`src/rtl/fifo_arb_pkg.sv`:
```
// Shared types and the round-robin pick helper
// for the FIFO write-port arbiter.
package fifo_arb_pkg;

  localparam int DATA_W  = 16;
  localparam int ID_W    = 3;
  localparam int MAX_REQ = 8;

  typedef enum logic {RUN, REPLAY} arb_state_e;

  typedef struct packed {
    logic              v;
    logic [ID_W-1:0]   id;
    logic [DATA_W-1:0] data;
  } slot_t;

  // Returns {hit, index} of the first set bit at or after ptr, modulo n.
  function automatic logic [ID_W:0] rr_pick(
    input logic [MAX_REQ-1:0] mask,
    input logic [ID_W-1:0]    ptr,
    input int                 n
  );
    logic [ID_W:0]   res;
    logic [ID_W-1:0] idx;
    res = '0;
    for (int k = 0; k < MAX_REQ; k++) begin
      idx = ID_W'((int'(ptr) + k) % n);
      if (k < n && !res[ID_W] && mask[idx])
        res = {1'b1, idx};
    end
    return res;
  endfunction

endpackage

```
`src/rtl/fifo_wr_arbiter_if.sv`:
```
// Producer handshake plus FIFO write-port bundle
// seen by the write arbiter.
interface fifo_wr_arbiter_if #(
  parameter int NUM_REQ    = 4,
  parameter int FIFO_WIDTH = 16,
  parameter int CNT_W      = 8
);
  logic [NUM_REQ-1:0]            req_valid;
  logic [NUM_REQ*FIFO_WIDTH-1:0] req_data;
  logic [NUM_REQ-1:0]            req_ready;
  logic [NUM_REQ-1:0]            req_done;
  logic                          wr_en;
  logic [FIFO_WIDTH-1:0]         data_in;
  logic                          full;
  logic                          almostfull;
  logic                          wr_ack;
  logic                          overflow;
  logic [CNT_W-1:0]              replay_cnt;
  logic                          busy;

  modport master (
    input  req_valid, req_data, full, almostfull,
    input  wr_ack, overflow,
    output req_ready, req_done, wr_en, data_in,
    output replay_cnt, busy
  );

  modport slave (
    output req_valid, req_data, full, almostfull,
    output wr_ack, overflow,
    input  req_ready, req_done, wr_en, data_in,
    input  replay_cnt, busy
  );
endinterface

```
`src/rtl/fifo_wr_arbiter_rr_arbiter.sv`:
```
// Combinational round-robin arbiter with one-hot grant
// starting the search at ptr.
module rr_arbiter
  import fifo_arb_pkg::*;
#(
  parameter int NUM_REQ = 4
) (
  input  logic [NUM_REQ-1:0] req,
  input  logic [ID_W-1:0]    ptr,
  input  logic               en,
  output logic [NUM_REQ-1:0] gnt
);
  logic [MAX_REQ-1:0] mask;
  logic [ID_W:0]      pick;

  always_comb begin
    mask = '0;
    mask[NUM_REQ-1:0] = req;
    pick = rr_pick(mask, ptr, NUM_REQ);
    gnt = '0;
    for (int i = 0; i < NUM_REQ; i++)
      gnt[i] = en & pick[ID_W] &
               (pick[ID_W-1:0] == ID_W'(i));
  end
endmodule

```
`src/rtl/fifo_wr_arbiter.sv`:
```
// Shares the FIFO write port between producers and
// replays overflowed beats in acceptance order.
module fifo_wr_arbiter
  import fifo_arb_pkg::*;
#(
  parameter int NUM_REQ    = 4,
  parameter int FIFO_WIDTH = DATA_W,
  parameter int CNT_W      = 8
) (
  input logic               clk,
  input logic               rst_n,
  fifo_wr_arbiter_if.master bus
);
  arb_state_e         state, state_n;
  slot_t              s1, s2, r0, r1;
  slot_t              s1_n, s2_n, r0_n, r1_n;
  logic [ID_W-1:0]    ptr, ptr_n, win;
  logic [CNT_W-1:0]   cnt, cnt_n;
  logic [NUM_REQ-1:0] gnt, done;
  logic               ack_ok, bad;
  logic               can_issue, arb_en;

  // A due response that is not a clean ack counts as overflow.
  assign ack_ok = s2.v & bus.wr_ack & ~bus.overflow;
  assign bad    = s2.v & ~ack_ok;

  assign can_issue = ~bus.full &
    (~bus.almostfull | (~s1.v & ~s2.v));
  assign arb_en = rst_n & (state == RUN) &
    can_issue & ~bad;

  rr_arbiter #(.NUM_REQ(NUM_REQ)) u_rr (
    .req (bus.req_valid),
    .ptr (ptr),
    .en  (arb_en),
    .gnt (gnt)
  );

  always_comb begin
    win = '0;
    for (int i = 0; i < NUM_REQ; i++)
      if (gnt[i]) win = ID_W'(i);
  end

  always_comb begin
    state_n = state;
    s1_n    = '0;
    s2_n    = s1;
    r0_n    = r0;
    r1_n    = r1;
    ptr_n   = ptr;
    cnt_n   = cnt;
    done    = '0;
    for (int i = 0; i < NUM_REQ; i++)
      done[i] = rst_n & ack_ok & (s2.id == ID_W'(i));
    unique case (state)
      RUN: begin
        if (bad) begin
          r0_n    = s2;
          r1_n    = s1;
          s2_n    = '0;
          state_n = REPLAY;
        end else if (|gnt) begin
          s1_n.v    = 1'b1;
          s1_n.id   = win;
          s1_n.data = bus.req_data[int'(win)*FIFO_WIDTH +: FIFO_WIDTH];
          ptr_n = (int'(win) == NUM_REQ-1) ? '0 : win + 1'b1;
        end
      end
      REPLAY: begin
        if (ack_ok) begin
          r0_n = r1;
          r1_n = '0;
        end
        // R0 stays put until acked, so a retry needs no extra copy.
        if (!bus.full && !s1.v && !s2.v && r0.v) begin
          s1_n = r0;
          if (cnt != '1) cnt_n = cnt + 1'b1;
        end
        if (!r0_n.v && !r1_n.v) state_n = RUN;
      end
    endcase
  end

  always_ff @(posedge clk) begin
    if (!rst_n) begin
      state <= RUN;
      s1    <= '0;
      s2    <= '0;
      r0    <= '0;
      r1    <= '0;
      ptr   <= '0;
      cnt   <= '0;
    end else begin
      state <= state_n;
      s1    <= s1_n;
      s2    <= s2_n;
      r0    <= r0_n;
      r1    <= r1_n;
      ptr   <= ptr_n;
      cnt   <= cnt_n;
    end
  end

  assign bus.req_ready  = gnt;
  assign bus.req_done   = done;
  assign bus.wr_en      = s1.v;
  assign bus.data_in    = s1.data;
  assign bus.replay_cnt = cnt;
  assign bus.busy = s1.v | s2.v | r0.v | r1.v |
                    (state == REPLAY);
endmodule

```
`src/flat_wrapper.sv`:
```
// flat-port wrapper written by rule: the top's interface ports become plain ports
module fifo_wr_arbiter_flat import fifo_arb_pkg::*;
#(
  parameter int NUM_REQ    = 4,
  parameter int FIFO_WIDTH = DATA_W,
  parameter int CNT_W      = 8
)
  (clk, rst_n, bus_req_valid, bus_req_data, bus_full, bus_almostfull, bus_wr_ack, bus_overflow, bus_req_ready, bus_req_done, bus_wr_en, bus_data_in, bus_replay_cnt, bus_busy);
  fifo_wr_arbiter_if #(.NUM_REQ(NUM_REQ), .FIFO_WIDTH(FIFO_WIDTH), .CNT_W(CNT_W)) bus_i ();
  input logic clk;
  input logic rst_n;
  input wire logic [$bits(bus_i.req_valid)-1:0] bus_req_valid;
  input wire logic [$bits(bus_i.req_data)-1:0] bus_req_data;
  input wire logic [$bits(bus_i.full)-1:0] bus_full;
  input wire logic [$bits(bus_i.almostfull)-1:0] bus_almostfull;
  input wire logic [$bits(bus_i.wr_ack)-1:0] bus_wr_ack;
  input wire logic [$bits(bus_i.overflow)-1:0] bus_overflow;
  output wire logic [$bits(bus_i.req_ready)-1:0] bus_req_ready;
  output wire logic [$bits(bus_i.req_done)-1:0] bus_req_done;
  output wire logic [$bits(bus_i.wr_en)-1:0] bus_wr_en;
  output wire logic [$bits(bus_i.data_in)-1:0] bus_data_in;
  output wire logic [$bits(bus_i.replay_cnt)-1:0] bus_replay_cnt;
  output wire logic [$bits(bus_i.busy)-1:0] bus_busy;
  assign bus_i.req_valid = bus_req_valid;
  assign bus_i.req_data = bus_req_data;
  assign bus_i.full = bus_full;
  assign bus_i.almostfull = bus_almostfull;
  assign bus_i.wr_ack = bus_wr_ack;
  assign bus_i.overflow = bus_overflow;
  assign bus_req_ready = bus_i.req_ready;
  assign bus_req_done = bus_i.req_done;
  assign bus_wr_en = bus_i.wr_en;
  assign bus_data_in = bus_i.data_in;
  assign bus_replay_cnt = bus_i.replay_cnt;
  assign bus_busy = bus_i.busy;
  fifo_wr_arbiter #(.NUM_REQ(NUM_REQ), .FIFO_WIDTH(FIFO_WIDTH), .CNT_W(CNT_W)) u_core (.clk(clk), .rst_n(rst_n), .bus(bus_i));
endmodule
```
`config.mk`:
```
export PLATFORM = sky130hd
export DESIGN_NAME = fifo_wr_arbiter_flat
export DESIGN_NICKNAME = d
export VERILOG_FILES = /design/src/rtl/fifo_arb_pkg.sv /design/src/rtl/fifo_wr_arbiter_if.sv /design/src/rtl/fifo_wr_arbiter_rr_arbiter.sv /design/src/rtl/fifo_wr_arbiter.sv /design/src/flat_wrapper.sv
export SDC_FILE = /design/constraint.sdc
export NUM_CORES = 1
export LEC_CHECK = 0
export ABC_AREA = 1
export CAP_MARGIN = 30
export CORE_MARGIN = 2
export CORE_UTILIZATION = 45
export DETAILED_ROUTE_END_ITERATION = 6
export GPL_ROUTABILITY_DRIVEN = 1
export GPL_TIMING_DRIVEN = 0
export PLACE_DENSITY = 0.76
export SYNTH_ARGS = -nofsm -noshare
export SYNTH_HDL_FRONTEND = slang
export SYNTH_SLANG_ARGS = --single-unit
```
`constraint.sdc`:
```
create_clock -name clk -period 2 [get_ports clk]
set_input_delay 0.4 -clock clk [delete_from_list [all_inputs] [get_ports clk]]
set_output_delay 0.4 -clock clk [all_outputs]
set_load 0.005 [all_outputs]
```
# --- Yosys cells after proc, flatten, opt, wreduce, memory -nomap -nowiden ---
# Index checks and enable logic that the tools add are counted.
word_totals:
  register_bits: 91
  word_cells: 126
  in_bits: 74
  output_inout_bits: 34
op_classes:
  muxes: 33
  n_eq_ne: 10
  bitwise: 34
  order_cmp: 4
  shifts: 1
  n_reduce_logical: 24
  n_addsub: 5
ops:
  columns: ["operator", "count"]
  rows:
  - ["2-to-1 mux 20 bit", 11]
  - ["one-hot mux 20 bit (2 select lines)", 3]
  - ["variable part select 64 x 8 -> 16 bit", 1]
  - ["AND 1 bit", 18]
  - ["2-to-1 mux 4 bit", 4]
  - ["equality test 3 x 2 -> 1 bit, second input constant", 4]
  - ["less-than comparator 3 x 4 -> 1 bit, second input constant", 3]
  - ["binary-select mux 1 bit (select 3 bit)", 3]
  - ["adder 8 x 1 -> 8 bit, second input constant", 1]
  - ["logical NOT 1 bit", 8]
  - ["!= test 8 bit, second input constant", 1]
  - ["NOT 1 bit", 8]
  - ["logical AND 1 bit", 7]
  - ["2-to-1 mux 1 bit", 7]
  - ["equality test 3 x 1 -> 1 bit, second input constant", 2]
  - ["logical NOT 3 bit", 2]
  - ["2-to-1 mux 3 bit", 2]
  - ["AND reduction 3 bit", 2]
  - ["OR reduction 2 bit", 3]
  - ["bitwise OR 1 bit", 5]
  - ["adder 2 x 1 -> 2 bit, second input constant", 2]
  - ["adder 2 bit, second input constant", 2]
  - ["less-than comparator 2 x 4 -> 1 bit, second input constant", 1]
  - ["OR reduction 4 bit", 1]
  - ["8 further kinds", 10]

# --- Longest topological paths before layout ---
# Gate-level depths: netlist of the first run.
depth:
  ltp_word: 22
  depth_mapped: 16
  depth_no_buf: 15

# --- By module ---
# Synthesis of the first run repeated with hierarchy kept, for this count alone.
hier_totals:
  hier_cells: 792
  hier_area_um2: 4864.7
modules_own_cells:
  columns: ["module", "area_each_um2", "instances", "cells_per_inst", "seq_area_each_um2"]
  rows:
  - ["fifo_wr_arbiter", 4553.1, 1, 724, 1821.7]
  - ["rr_arbiter", 311.5, 1, 68, 0.0]

# --- Worst setup path before layout of the first run ---
# No wires, ideal clock.
synth_path:
  kind: "reg2out"
  startpoint: "reg u_core.s2[19] in the netlist's numbering"
  endpoint: "out bus_req_ready[2]"
  arrival_ns: 1.565
  t_required_ns: 1.600
  stages_incl_launch_ff: 13
  slack_ns: 0.035
  path_buffers: 2
  cell_sequence: "dfxtp_1 > inv_1 > nor2_1 > nand2_1 > nand2_2 > nand4_1 > nor2_2 > nand2_4 > inv_2 > buf_6 > nand3_4 > buf_12 > nor2_1"
synth_via:
  elab_chain_len: 8
  elab_cells_between_ends: 13
  cone_classes: "13 x bitwise"
synth_rtl:
  columns: ["item", "line", "source"]
  rows:
  - ["from (decl)", "fifo_wr_arbiter.sv:15", "slot_t s1, s2, r0, r1;"]
  - ["from (signal assigned)", "fifo_wr_arbiter.sv:97", "s2 <= s2_n;"]
  - ["NOT 1 bit or AND 1 bit (tied branches)", "fifo_wr_arbiter.sv:28, fifo_wr_arbiter.sv:24", null]
  - ["AND 1 bit, on equally long branches", "fifo_wr_arbiter.sv:28, fifo_wr_arbiter.sv:24", null]
  - ["bitwise OR 1 bit or NOT 1 bit (tied branches)", "fifo_wr_arbiter.sv:28, fifo_wr_arbiter.sv:25", null]
  - ["AND 1 bit, on equally long branches", "fifo_wr_arbiter.sv:27, fifo_wr_arbiter.sv:25", null]
  - ["AND 1 bit or NOT 1 bit (tied branches)", null, null]
  - ["AND 1 bit *", "fifo_wr_arbiter.sv:30", "can_issue & ~bad;"]
  - ["AND 1 bit * (2 in a row)", "fifo_wr_arbiter_rr_arbiter.sv:22", "gnt[i] = en & pick[ID_W] &"]
  - ["to (decl)", "flat_wrapper.sv:18", "output wire logic [$bits(bus_i.req_ready)-1:0] bus_req_ready;"]
# Mark *: on every way between the ends. The rest lies on a longest branch, timed or not.

# --- Worst setup path after layout of the first run ---
layout_path:
  startpoint: "reg u_core.ptr[0]"
  endpoint: "out bus_req_ready[2]"
layout_via:
  elab_chain_len: 15
  elab_cells_between_ends: 30
  cone_classes: "3 x add/sub; 1 x eq/ne; 12 x mux; 5 x bitwise; 9 x reduce/logical"
layout_rtl:
  columns: ["item", "line", "source"]
  rows:
  - ["from (decl)", "fifo_wr_arbiter.sv:17", "logic [ID_W-1:0] ptr, ptr_n, win;"]
  - ["from (signal assigned)", "fifo_wr_arbiter.sv:100", "ptr <= ptr_n;"]
  - ["adder 2 x 1 -> 2 bit", "fifo_arb_pkg.sv:27", "idx = ID_W'((int'(ptr) + k) % n);"]
  - ["OR reduction 2 bit (no source line)", null, null]
  - ["AND 1 bit (no source line)", null, null]
  - ["binary-select mux 1 bit (select 3 bit)", "fifo_arb_pkg.sv:28", "if (k < n && !res[ID_W] && mask[idx])"]
  - ["2-to-1 mux 1 bit (implied by the code)", "fifo_arb_pkg.sv:28", null]
  - ["logical AND 1 bit", "fifo_arb_pkg.sv:28", null]
  - ["2-to-1 mux 4 bit", "fifo_arb_pkg.sv:28", null]
  - ["logical NOT 1 bit", "fifo_arb_pkg.sv:28", null]
  - ["logical AND 1 bit", "fifo_arb_pkg.sv:28", null]
  - ["2-to-1 mux 4 bit", "fifo_arb_pkg.sv:28", null]
  - ["logical NOT 1 bit", "fifo_arb_pkg.sv:28", null]
  - ["logical AND 1 bit", "fifo_arb_pkg.sv:28", null]
  - ["2-to-1 mux 4 bit *", "fifo_arb_pkg.sv:28", null]
  - ["equality test 3 x 2 -> 1 bit or AND 1 bit (tied branches)", "fifo_wr_arbiter_rr_arbiter.sv:23, fifo_wr_arbiter_rr_arbiter.sv:22", null]
  - ["AND 1 bit *", "fifo_wr_arbiter_rr_arbiter.sv:22", null]
# Mark *: on every way between the ends. The rest lies on a longest branch, timed or not. The select of a mux whose other input is x is not followed.

==> results.txt, run 1 <==
* Run status: finished with violations
* Failing checks: setup timing
- The smallest clock period supported by the final layout is computed as about 2.5 ns.
* NetSw: just over 0.002 W
* Fraction of power consumed by sequential logic: 0.357
- Slowest cell on the critical path: sky130_fd_sc_hd__dfxtp_4
- Wire length of the first global-routing pass: between 20 and 25 mm
* Measured slew at the worst slew-check pin: roughly 0.59 ns
- First-pass iteration count of the detailed router: 5
- Setup total negative slack on the finished layout was measured at -5.537 ns.
* Met3 routing resource usage after global routing: 0.04514
- The count of cells in the finished layout, fillers not included, comes to a little over 900.
* Design Area, Final: roughly 6400 sq um
- Most area-consuming cells after synthesis: sky130_fd_sc_hd__dfxtp_1 (42%), sky130_fd_sc_hd__nand2_1 (22%), sky130_fd_sc_hd__nand3_1 (6.2%)
* Element type at the critical path end: output pin
- The core region is between 9000 and 10000 sq um.
- Critical Path, Cell by Cell: buf_6 -> nand2_2 -> nand3_2 -> nand2_2 -> nor2_4 -> buf_4 -> nand2_2 -> nand3_4 -> nand3_4 -> buf_12 -> nor2_4 -> buf_6
- The share of total power dissipated in the clock network is 0.222.
- In this run the cell area of the synthesized design comes to approximately 4300 sq um.
- Count of mapped cells out of synthesis: between 600 and 700
- IR analysis of the VDD net gives a maximum drop of 0.6548 mV.
- Switching Share: 0.3558
* Post-DP HPWL: a little under 9 mm
* Final setup violation count: 22
* Logic gate share of total power: 0.420
- Die boundary width: a little over 100 microns
* Portion of synthesized cell area occupied by the leading cell type: 0.4204
* Unrepaired setup endpoints after global routing: yes
- Clock Skews: 0.006482 ns
- Min-delay worst type: reg2reg
- Overall die area: around 10000 sq um
* Worst path most repeated cell: sky130_fd_sc_hd__nand2_2
- Critical Path Source Type: register
* Global-route total usage across every layer: 0.2551
* Worst-case setup margin in the final layout: -0.4579 ns
- The root buffer cell chosen for the clock tree is sky130_fd_sc_hd__clkbuf_8.
- Row generation in the floorplan step produced 35 rows.
* Hold_buf cts: 0
- Instance area at placement: between 5000 and 6000 sq um
* Starting Density: 0.4667
* Number of vias after detailed routing: 4682
- Buffers placed on the I/O ports in this run total 107.
- Antenna Nets Post-Route: 0
- Number of antenna violations at the first check in global routing: 0
- Synthesized flop and latch total: 91
- Ratio of total power to cell area: about 890 nW/um^2
* Max-slew violation count: 0
* Post-detailed-routing wire length: approximately 14 mm
- Most area-hungry cell type in the Yosys netlist: sky130_fd_sc_hd__dfxtp_1
- Average routed wire per standard cell: between 10 and 15 microns
- TritonCTS built the clock tree.
- After global routing the overflow that remains totals 0.
- Once layout is complete, the utilization of the core stands at 0.6891.
- Proportion of synthesized chip area in sequential cells: 0.4204
- At the end of routability-driven placement, the weighted congestion stood at about 0.94.
* Total number of H-tree levels: 3
- met2 is the most crowded layer.
- Pin placement for this block handled 108 I/O pins.
- Placed cell count: approximately 870
- CTS buffer count: 9
- DRC Markers: 0
- Using the TritonRoute via totals, the vias-per-cell ratio works out to 5.051.
- Compared with the post-synthesis result, the final layout area differs by 47.65%.
- Number of clock sinks: approximately 90
- The filler cells instantiated in the layout total 778.
* Total number of yosys warnings: 0
* Slew HR: 0.6039
- In this run, distinct cell masters in the synthesized netlist total 34.
- In the final layout, the share of cells above drive strength 1 is 0.2206.
- Pin count of the biggest net entering global routing: 19
- Maximum Capacitance Violations: 0
* Met1 layer usage reported by global route: 0.3187
- For the worst setup path, the data required time is 1.60 ns.
* Register clock-pin slew on the reported worst setup and hold paths: ~0.08 ns
* Leak Pwr: around 2.8 nW
- The via count of the first global-routing pass came to 4330.
- After the last flow step, the layout net total stands at between 800 and 900.
- Based on the critical path, the design can be clocked at up to around 410 MHz.
* Overall Power: 0.005696 W
- Later-pin clock latency in the skew report: between 0.3 and 0.4 ns
- Count of final hold-check violations: 0
* Type of the setup path with the least slack: reg2out
- In this run the mean area of a mapped cell was 6.802 sq um.
- The detailed router finished its first iteration with 305 violations.
* Internal power of the cells: around 0.0037 W
- Height of the die: 102.1 microns
- Peak fanout along the critical path: 5
- Global routing usage on met2: 0.4322
- Final clock period utilization by the worst path: 1.229
- The number of nets handed over by synthesis was 712.
- Data arrival time of the worst path: around 2.1 ns
- The clock passes through at most 2 buffers.
- Antenna diode instance count: 0
* Delay of the slowest critical-path stage: a little under 0.4 ns
==> per-layer routing <==
metal	part of all wire	up-vias
met5	0	-
met4	0.029	0
met3	0.076	36
met2	0.46	178
met1	0.43	2149
li1	-	2319
==> worst max-delay path, delay by kind of cell (launching register included) <==
| kind | cells | cell delay (ns) |
|---|---|---|
| AND/OR/NAND/NOR | 8 | 0.78 |
| buffers and inverters | 4 | 0.50 |
| flip-flops | 1 | 0.39 |
==> path summary, 6_finish.rpt <==
path	slack, ns	to	cells past startpoint	from
setup reg to reg	-0.28	u_core.bus.data_in[14]	16	u_core.ptr[0]
hold reg to reg	0.45	u_core.s1[18]	2	u_core.r0[18]
setup / recovery	-0.46	bus_req_ready[2]	12	u_core.ptr[0]
hold / removal	0.45	u_core.s1[18]	2	u_core.r0[18]
==> area by class of cell <==
type	instances	area, sq um	share of cell area
repair buffers	146	1386	0.2167
multi-input cells	439	2275	0.3556
inverters	62	252.7	0.03951
clock inverters	3	46.29	0.007236
clock buffers	13	158.9	0.02484
well taps	129	161.4	0.02523
plain buffers	44	286.5	0.04479
flip-flops and latches	91	1831	0.2861
==> cell usage after synthesis <==
master                       n
sky130_fd_sc_hd__nand2_1   255
sky130_fd_sc_hd__dfxtp_1    91
sky130_fd_sc_hd__inv_1      57
sky130_fd_sc_hd__nand3_1    54
sky130_fd_sc_hd__nor2_1     30
sky130_fd_sc_hd__o21ai_0    26
sky130_fd_sc_hd__a31oi_1    19
sky130_fd_sc_hd__buf_4      18
sky130_fd_sc_hd__clkbuf_1   15
sky130_fd_sc_hd__a21oi_1     9
sky130_fd_sc_hd__nand3_2     9
sky130_fd_sc_hd__buf_2       6
sky130_fd_sc_hd__nand2_2     6
sky130_fd_sc_hd__nor3_1      6
sky130_fd_sc_hd__nor4_1      5
sky130_fd_sc_hd__inv_2       4
sky130_fd_sc_hd__buf_1       3
sky130_fd_sc_hd__nand4_1     3
sky130_fd_sc_hd__nor2_4      3
sky130_fd_sc_hd__o32ai_1     3
sky130_fd_sc_hd__buf_6       2
sky130_fd_sc_hd__a221oi_1    1
sky130_fd_sc_hd__and3_1      1
sky130_fd_sc_hd__buf_12      1
sky130_fd_sc_hd__clkinv_1    1
sky130_fd_sc_hd__ha_1        1
sky130_fd_sc_hd__nand2_4     1
sky130_fd_sc_hd__nand3_4     1
sky130_fd_sc_hd__nor2_2      1
sky130_fd_sc_hd__nor3_2      1
sky130_fd_sc_hd__nor3b_1     1
sky130_fd_sc_hd__o211ai_1    1
sky130_fd_sc_hd__o21ai_1     1
sky130_fd_sc_hd__xor2_1      1
==> through the flow <==
stage	setup WS, ns	hold WS, ns
floorplan	0.03495	0.4084
global placement	-1.067	0.4275
detailed placement	-1.143	0.4318
CTS	-0.4120	0.4505
global route	-0.5231	0.4635
finish	-0.4579	0.4497
==> registers in the layout (all words and copies together) (netlist names) <==
register	cells
u_core.bus.wr_en	1
u_core.s2	20
u_core.ptr	2
u_core.s1	3
u_core.r1	20
u_core.state	1
u_core.r0	20
u_core.bus.data_in	16
u_core.bus.replay_cnt	8
==> cells by family after synthesis <==
group	count (synthesis)	synth area share
flip-flops	91	0.4204
AND/OR/NAND/NOR	377	0.3786
XOR/XNOR	1	0.002022
adder cells (fa/ha/maj)	1	0.002887
buffers and inverters	107	0.1172
AO/OA/AOI/OAI	60	0.07883
==> cells in the final DEF (no fill, tap or decap), types with 3 or more instances in the layout <==
cell,n
sky130_fd_sc_hd__dfxtp_1,88
sky130_fd_sc_hd__nor3_1,6
sky130_fd_sc_hd__inv_2,7
sky130_fd_sc_hd__dlygate4sd2_1,3
sky130_fd_sc_hd__nand3_2,18
sky130_fd_sc_hd__clkbuf_2,4
sky130_fd_sc_hd__a21oi_1,9
sky130_fd_sc_hd__clkbuf_8,11
sky130_fd_sc_hd__nand3_4,4
sky130_fd_sc_hd__dlymetal6s2s_1,3
sky130_fd_sc_hd__buf_4,45
sky130_fd_sc_hd__nor4_4,3
sky130_fd_sc_hd__nand4_1,3
sky130_fd_sc_hd__clkbuf_1,12
sky130_fd_sc_hd__inv_1,49
sky130_fd_sc_hd__nor2_2,6
sky130_fd_sc_hd__nand2_4,4
sky130_fd_sc_hd__nand2_1,234
sky130_fd_sc_hd__nand3_1,42
sky130_fd_sc_hd__nor2_4,5
sky130_fd_sc_hd__buf_2,11
sky130_fd_sc_hd__buf_6,15
sky130_fd_sc_hd__a31oi_1,19
sky130_fd_sc_hd__o32ai_1,3
sky130_fd_sc_hd__nor2_1,23
sky130_fd_sc_hd__nand2_2,22
sky130_fd_sc_hd__inv_4,3
sky130_fd_sc_hd__clkdlybuf4s50_1,93
sky130_fd_sc_hd__o21ai_0,24
sky130_fd_sc_hd__buf_1,3
==> power by group through the flow <==
stage | Combinational, W | Sequential (W) | Clock (W)
floorplan | 0.00106 | 0.00202 | 0
global placement | 0.00157 | 0.00204 | 0
detailed placement | 0.00159 | 0.00205 | 0
CTS | 0.00210 | 0.00202 | 0.00127
global route | 0.00260 | 0.00204 | 0.00134
finish | 0.00239 | 0.00203 | 0.00127
==> repair_timing <==
item,CTS,global route
pin swaps,24,22
cloned,1,1
buffers inserted,27,13
resized for setup,105,42
endpoints found under the setup margin,60,68
No activity file was read; power rests on OpenSTA's default activity.
==> inputs of run 2 (changes only) <==
CORE_ASPECT_RATIO = 1.75   (was not set)
RECOVER_POWER = 100   (was not set)
==> results.txt, run 2 (synthesis results as in run 1) <==
- The power density relative to cell area came to 921.4 nW/um^2 (+3.5%).
* Type of the setup path with the least slack: reg2out
- Element type at the critical path end: output pin
- The largest clock skew in the final design came to 0.005896 ns (-0.0005865 ns).
- The height of the chip was 133.8 microns (+31%).
* Final setup violation count: 23 (+4.5%)
- The antenna diode count was 0 (unchanged).
* Slowest cell on the critical path: sky130_fd_sc_hd__dfxtp_4
* Max-slew violation count: 0 (unchanged)
- The clock sink count came to 91 (unchanged).
- Kind of cell adding the most delay to the critical path: buffers and inverters
* Final weighted congestion of routability-driven global placement: 0.8237 (-12%)
- Wire length of the first global-routing pass: 20.02 mm (-3.3%)
* Largest registers in the final layout: u_core.r0 x20, u_core.r1 x20, u_core.s2 x20
- Critical Path, Cell by Cell: buf_6 -> buf_6 -> nand2_2 -> nand2_2 -> o21ai_0 -> nand3_2 -> nand3_2 -> buf_6 -> nand3_4 -> buf_12 -> nor2_4 -> buf_2
- The number of cells after detailed placement was 866 (-0.80%).
- The critical path starts at u_core.ptr[0].
* Overall Power: 0.005890 W (+3.4%)
* Starting Density: 0.4605 (-0.006206)
- The total global-route track usage was 0.2405 (-0.01454).
- The count of TritonRoute iterations in the first routing pass is 5 (unchanged).
- Final clock period utilization by the worst path: 1.266 (+0.03662)
- Number of antenna violations at the first check in global routing: 0 (unchanged)
- Worst min-delay path startpoint: u_core.r0[9]
- Slew HR: 0.5654 (-0.03845)
* Core Rows: 47 (+34%)
* Final min period: 2.531 ns (+0.07325 ns)
* Num ports: 108 (unchanged)
* Measured slew at the worst slew-check pin: 0.6469 ns (+0.05270 ns)
- Unrepaired setup endpoints after global routing: yes
* Worst-case setup margin in the final layout: -0.5311 ns (-0.07325 ns)
- The cell that appears most often on the critical path is sky130_fd_sc_hd__buf_6.
* Peak fanout along the critical path: 6 (+1)
- The worst setup path is launched from a register.
* Ratio of cells with drive above 1 in the final layout: 0.2145 (-0.006084)
* Number of global-route vias before repair: 4443 (+2.6%)
* Count of final hold-check violations: 0 (unchanged)
- The data required time at the worst endpoint is 1.60 ns (about the same).
- The critical path data arrival time is 2.13 ns (+0.07 ns).
- Post-DP HPWL: 9.178 mm (+3.8%)
- Total number of H-tree levels: 3 (unchanged)
- The library cells used most frequently in the layout, excluding fill and tap cells, are sky130_fd_sc_hd__nand2_1 (233), sky130_fd_sc_hd__clkdlybuf4s50_1 (93), sky130_fd_sc_hd__dfxtp_1 (88), sky130_fd_sc_hd__inv_1 (49), sky130_fd_sc_hd__nand3_1 (39).
- Buffers plus inverters on the worst setup path: 5 (+1)
* Min-delay worst type: reg2reg
* Failing checks: setup timing
- The number of vias after detailed routing is 4653 (-0.62%).
- The overall routed net length was 13.79 mm (+1.2%).
- The synthesis-to-layout area growth is 47.53% (about the same).
- The DRC violation total after the first TritonRoute iteration is 157 (-49%).
- The startpoint identified for the worst register-to-register timing path is u_core.state.
* Placeable core area: 9409 sq um (+1.3%)
* Pin count of the biggest net entering global routing: 20 (+1)
- Peak Freq: 395.1 MHz (-2.9%)
- Overall die area: 10460 sq um (+0.30%)
- The biggest cell delay along the critical path came to 0.36 ns (-0.03 ns).
- The static leakage is 2.811 nW (+1.3%).
- Via density: 5.113 (+1.2%)
- The maximum VDD drop came to 0.5824 mV (-11%).
- The average wire per cell in the routed design was 15.15 microns (+3.1%).
- Leaving out fill and tap cells, the most frequent cell in the layout is sky130_fd_sc_hd__nand2_1.
- TritonCTS built the clock tree.
- CTS buffer count: 9 (unchanged)
- Register clock-pin slew on the reported worst setup and hold paths: 0.06 ns (-0.02 ns)
* Maximum root-to-sink buffer count: 2 (unchanged)
- Number of nets in the layout: 858 (-1.2%)
* Die boundary width: 78.18 microns (-23%)
- Antenna Nets Post-Route: 0 (unchanged)
- Buffer cell driving the clock tree root: sky130_fd_sc_hd__clkbuf_16
- Grt total ovfl: 0 (unchanged)
* Later-pin clock latency in the skew report: 0.34 ns (-0.03 ns)
- DRC Markers: 0 (unchanged)
* Run status: finished with violations
* Worst-case hold slack: 0.4466 ns (-0.003110 ns)
- Maximum Capacitance Violations: 0 (unchanged)
- Count of buffers from port buffering: 107 (unchanged)
* Number of standard cells in the layout, taps in and fillers out: 910 (-1.8%)
-- run 2: final timing paths --
| path | endpoint | slack, ns | cells past startpoint |
|---|---|---|---|
| min | u_core.bus.data_in[9] | 0.45 | 2 |
| max reg2reg | u_core.bus.data_in[13] | -0.29 | 7 |
| max | bus_req_ready[2] | -0.53 | 12 |
| min reg2reg | u_core.bus.data_in[9] | 0.45 | 2 |
-- run 2: what timing repair did --
item | CTS | global route
endpoints found under the setup margin | 67 | 65
gates cloned | 0 | 3
pin swaps | 23 | 29
gates resized for setup | 97 | 63
setup buffers | 20 | 8
hold buffers | 0 | 0
-- run 2: metal layers --
metal  vias to the layer above  share of wire  GRT usage
met2                       195           0.54     0.4540
li1                       2292              -          -
met5                         -              0          0
met4                         0          0.036     0.1179
met1                      2128           0.36     0.2442
met3                        38          0.063    0.05182
-- run 2: cell type report --
class,instances,area [sq um]
Buffer,43,314.1
Clock buffer,11,242.7
Clock inverter,5,28.78
Fill cell,778,3017
Inverter,62,250.2
Multi-Input combinational cell,439,2258
Sequential cell,91,1828
Tap cell,122,152.6
Timing Repair Buffer,136,1310
Timing Repair inverter,1,7.507
-- run 2: worst register-to-register path, stage by stage (launching register included) --
cell	delay [ns]
sky130_fd_sc_hd__dfxtp_1	0.48
sky130_fd_sc_hd__nand3_1	0.12
sky130_fd_sc_hd__nor3_1	0.52
sky130_fd_sc_hd__nand2_1	0.27
sky130_fd_sc_hd__clkinv_1	0.25
sky130_fd_sc_hd__clkbuf_1	0.40
sky130_fd_sc_hd__nand2_1	0.12
sky130_fd_sc_hd__nand2_1	0.08
-- run 2: report_power, final --
part | total [W] | internal [W] | switching (W) | leakage (nW)
Combinational | 0.00233 | 0.00106 | 0.00127 | 1.93
Clock | 0.00153 | 0.000869 | 0.000666 | 0.139
Sequential | 0.00202 | 0.00194 | 0.0000858 | 0.738
Total | 0.00589 | 0.00386 | 0.00202 | 2.81
-- run 2: per-stage QoR --
stage | utilization | area [sq um] | setup slack (ns) | TNS (ns)
global route | 0.6794 | 6392 | -0.6279 | -8.972
CTS | 0.6500 | 6116 | -0.4392 | -7.793
floorplan | - | 4333 | 0.03495 | 0
finish | 0.6794 | 6392 | -0.5311 | -5.489
global placement | 0.5906 | 5557 | -1.123 | -32.71
detailed placement | 0.5906 | 5557 | -1.138 | -35.46
==> inputs of run 3 (changes only) <==
==> constraint.sdc (replaced) <==
create_clock -name clk -period 2 [get_ports clk]
set_input_delay 0.3 -clock clk [delete_from_list [all_inputs] [get_ports clk]]
set_output_delay 0.3 -clock clk [all_outputs]
set_load 0.005 [all_outputs]
==> results.txt, run 3 (synthesis results as in run 1) <==
- Count of final hold-check violations: 0 (unchanged)
- The CTS H-tree depth is 3 (unchanged).
- Number of standard cells in the layout, taps in and fillers out: 907 (-0.33%)
* Unrepaired setup endpoints after global routing: yes
- Wire length of the first global-routing pass: 20.62 mm (+3.0%)
* Number of nets in the layout: 855 (-0.35%)
- The number of remaining DRC errors is 0 (unchanged).
- The power density relative to cell area was 929.7 nW/um^2 (+0.90%).
- The critical path data arrival time is 2.01 ns (-0.12 ns).
* Worst-case setup margin in the final layout: -0.3051 ns (+0.2260 ns)
- The maximum VDD drop was 0.5819 mV (about the same).
* Number of antenna violations at the first check in global routing: 0 (unchanged)
- The starting density of the core came to 0.4605 (unchanged).
- The CTS buffer count is 9 (unchanged).
- The tightest min-delay check is of the reg2reg type.
- Worst-case hold slack: 0.4419 ns (-0.004692 ns)
- Global-route total usage across every layer: 0.2488 (+0.008261)
- The final weighted congestion in routability-driven placement was 0.8237 (unchanged).
- Maximum Capacitance Violations: 0 (unchanged)
* Element type at the critical path end: output pin
* Type of the setup path with the least slack: in2out
* Minimum setup slack among reg-to-reg paths: -0.19 ns (+0.10 ns)
* Post-detailed-routing wire length: 13.83 mm (+0.33%)
* Number of clock sinks: 91 (unchanged)
- Height of the die: 133.8 microns (unchanged)
* Finished Core Util: 0.6806 (+0.001197)
- The DRC violation total after the first TritonRoute iteration was 206 (+31%).
- Placeable core area: 9409 sq um (unchanged)
- Final clock period utilization by the worst path: 1.153 (-0.1130)
- Antenna diode instance count: 0 (unchanged)
* Final setup violation count: 53 (+130%)
- The combined flip-flop and latch cell area was 1831 sq um (+0.14%).
* Required time worst endpoint: 1.70 ns (+0.10 ns)
* Post-DP HPWL: 9.178 mm (unchanged)
- The summed area of non-filler cells in the final layout is 6404 sq um (+0.18%).
* Count of buffers from port buffering: 107 (unchanged)
- The largest registers in the layout are u_core.r0 x20, u_core.r1 x20, u_core.s2 x20.
- The normalized max-slew margin is 0.5933 (+0.02787).
- Count of filler cells inserted in the layout: 758 (-2.6%)
- The row count was 47 (unchanged).
* Critical Path Source Type: input pin
* Later-pin clock latency in the skew report: 0.34 ns (about the same)
* Peak fanout along the critical path: 4 (-2)
- Num ports: 108 (unchanged)
- Most frequent cells in the layout: sky130_fd_sc_hd__nand2_1 (220), sky130_fd_sc_hd__dfxtp_1 (88), sky130_fd_sc_hd__clkdlybuf4s50_1 (72), sky130_fd_sc_hd__inv_1 (53)
- The pin slew with the least headroom to its limit was 0.6054 ns (-0.04148 ns).
- Number of global-route vias before repair: 4533 (+2.0%)
- Final min period: 2.305 ns (-0.2260 ns)
* Layout Area Growth over Synthesis: 47.79%
- The number of vias after detailed routing is 4621 (-0.69%).
* Peak Freq: 433.8 MHz (+9.8%)
- The count of antenna-violating nets left after detailed routing was 0 (unchanged).
- The count of TritonRoute iterations in the first routing pass was 4 (-1).
- Via density: 5.095 (-0.36%)
* Clock Skews: 0.006539 ns (+0.0006431 ns)
* TritonCTS clock tree: yes
- The die area is 10460 sq um (unchanged).
- Placed cell count: 866 (unchanged)
* Max-slew violation count: 0 (unchanged)
- The area of placed instances is 5557 sq um (unchanged).
- The run finished, with violations left.
* Ratio of cells with drive above 1 in the final layout: 0.2229 (+0.008463)
- The largest net degree at the start of global routing is 20 (unchanged).
* Leak Pwr: 2.928 nW (+4.2%)
- Buffer cell driving the clock tree root: sky130_fd_sc_hd__clkbuf_16
* Placement Setup Slack: -0.9385 ns (+0.2000 ns)
* Grt total ovfl: 0 (unchanged)
- The footprint of the multi-input gates is 2337 sq um (+3.5%).
- Failing checks: setup timing
* Hold_buf cts: 0 (unchanged)
* Register clock-pin slew on the reported worst setup and hold paths: 0.06 ns (about the same)
- Most common cell after layout, fill and taps aside: sky130_fd_sc_hd__nand2_1
- Average routed wire per standard cell: 15.25 microns (+0.67%)
- Die boundary width: 78.18 microns (unchanged)
- The worst-case clock buffer depth is 2 (unchanged).
==> run 3: changes by cell type in the layout (fill, tap and decap cells not counted), sizes merged, moves of 4 or more <==
cell / before / now
dlygate4sd2: 5 / 1
buf: 66 / 59
clkbuf: 25 / 29
clkdlybuf4s50: 93 / 72
dlygate4sd3: 1 / 26
==> run 3: area by class of cell <==
type | instances | area share
tap | 122 | 0.02384
buffer | 44 | 0.04631
clock inverter | 5 | 0.004494
clock buffer | 11 | 0.03791
multi-input combinational | 439 | 0.3650
inverter | 62 | 0.03791
timing repair buffer | 133 | 0.1987
sequential | 91 | 0.2859
==> run 3: power by group <==
group / switching [W] / total [W] / internal [W]
Sequential: 0.0000886 / 0.00203 / 0.00194
Combinational: 0.00136 / 0.00239 / 0.00103
Clock: 0.000667 / 0.00154 / 0.000869
==> run 3: worst paths after layout <==
kind                                       start                      to  cells after the start
worst max-delay path            bus_req_valid[1]        bus_req_ready[2]                     14
worst min-delay path                u_core.r0[9]   u_core.bus.data_in[9]                      2
worst max register to register      u_core.state  u_core.bus.data_in[13]                      7
worst min register to register      u_core.r0[9]   u_core.bus.data_in[9]                      2
==> run 3: critical path, stage by stage <==
cell	delay (ns)
sky130_fd_sc_hd__clkdlybuf4s50_1	0.45
sky130_fd_sc_hd__inv_1	0.14
sky130_fd_sc_hd__nand2_4	0.06
sky130_fd_sc_hd__nand3_2	0.08
sky130_fd_sc_hd__nand2_2	0.08
sky130_fd_sc_hd__nor2_4	0.16
sky130_fd_sc_hd__nand3_2	0.11
sky130_fd_sc_hd__nand2_4	0.10
sky130_fd_sc_hd__inv_4	0.04
sky130_fd_sc_hd__buf_6	0.12
sky130_fd_sc_hd__nand3_4	0.09
sky130_fd_sc_hd__buf_12	0.11
sky130_fd_sc_hd__nor2_4	0.03
sky130_fd_sc_hd__buf_2	0.12
==> run 3: routing by layer <==
layer | track usage | vias to the layer above | share of wire
met3 | 0.05653 | 39 | 0.057
met1 | 0.2455 | 2117 | 0.38
met2 | 0.4770 | 174 | 0.53
met5 | 0 | - | 0
li1 | - | 2291 | -
met4 | 0.1189 | 0 | 0.033
==> run 3: stage by stage <==
step | total power [W] | TNS, ns
final | 0.005953 | -6.967
after global routing | 0.006225 | -14.85
after CTS | 0.005681 | -1.348
after detailed placement | 0.003641 | -26.01
after global placement | 0.003607 | -23.42
after floorplan | 0.003081 | 0
==> run 3: what timing repair did <==
item / 4_1_cts / 5_1_grt
pin swaps: 31 / 36
setup endpoints to repair: 38 / 56
gates cloned: 2 / 0
gates resized for setup: 104 / 60
setup buffers: 20 / 4
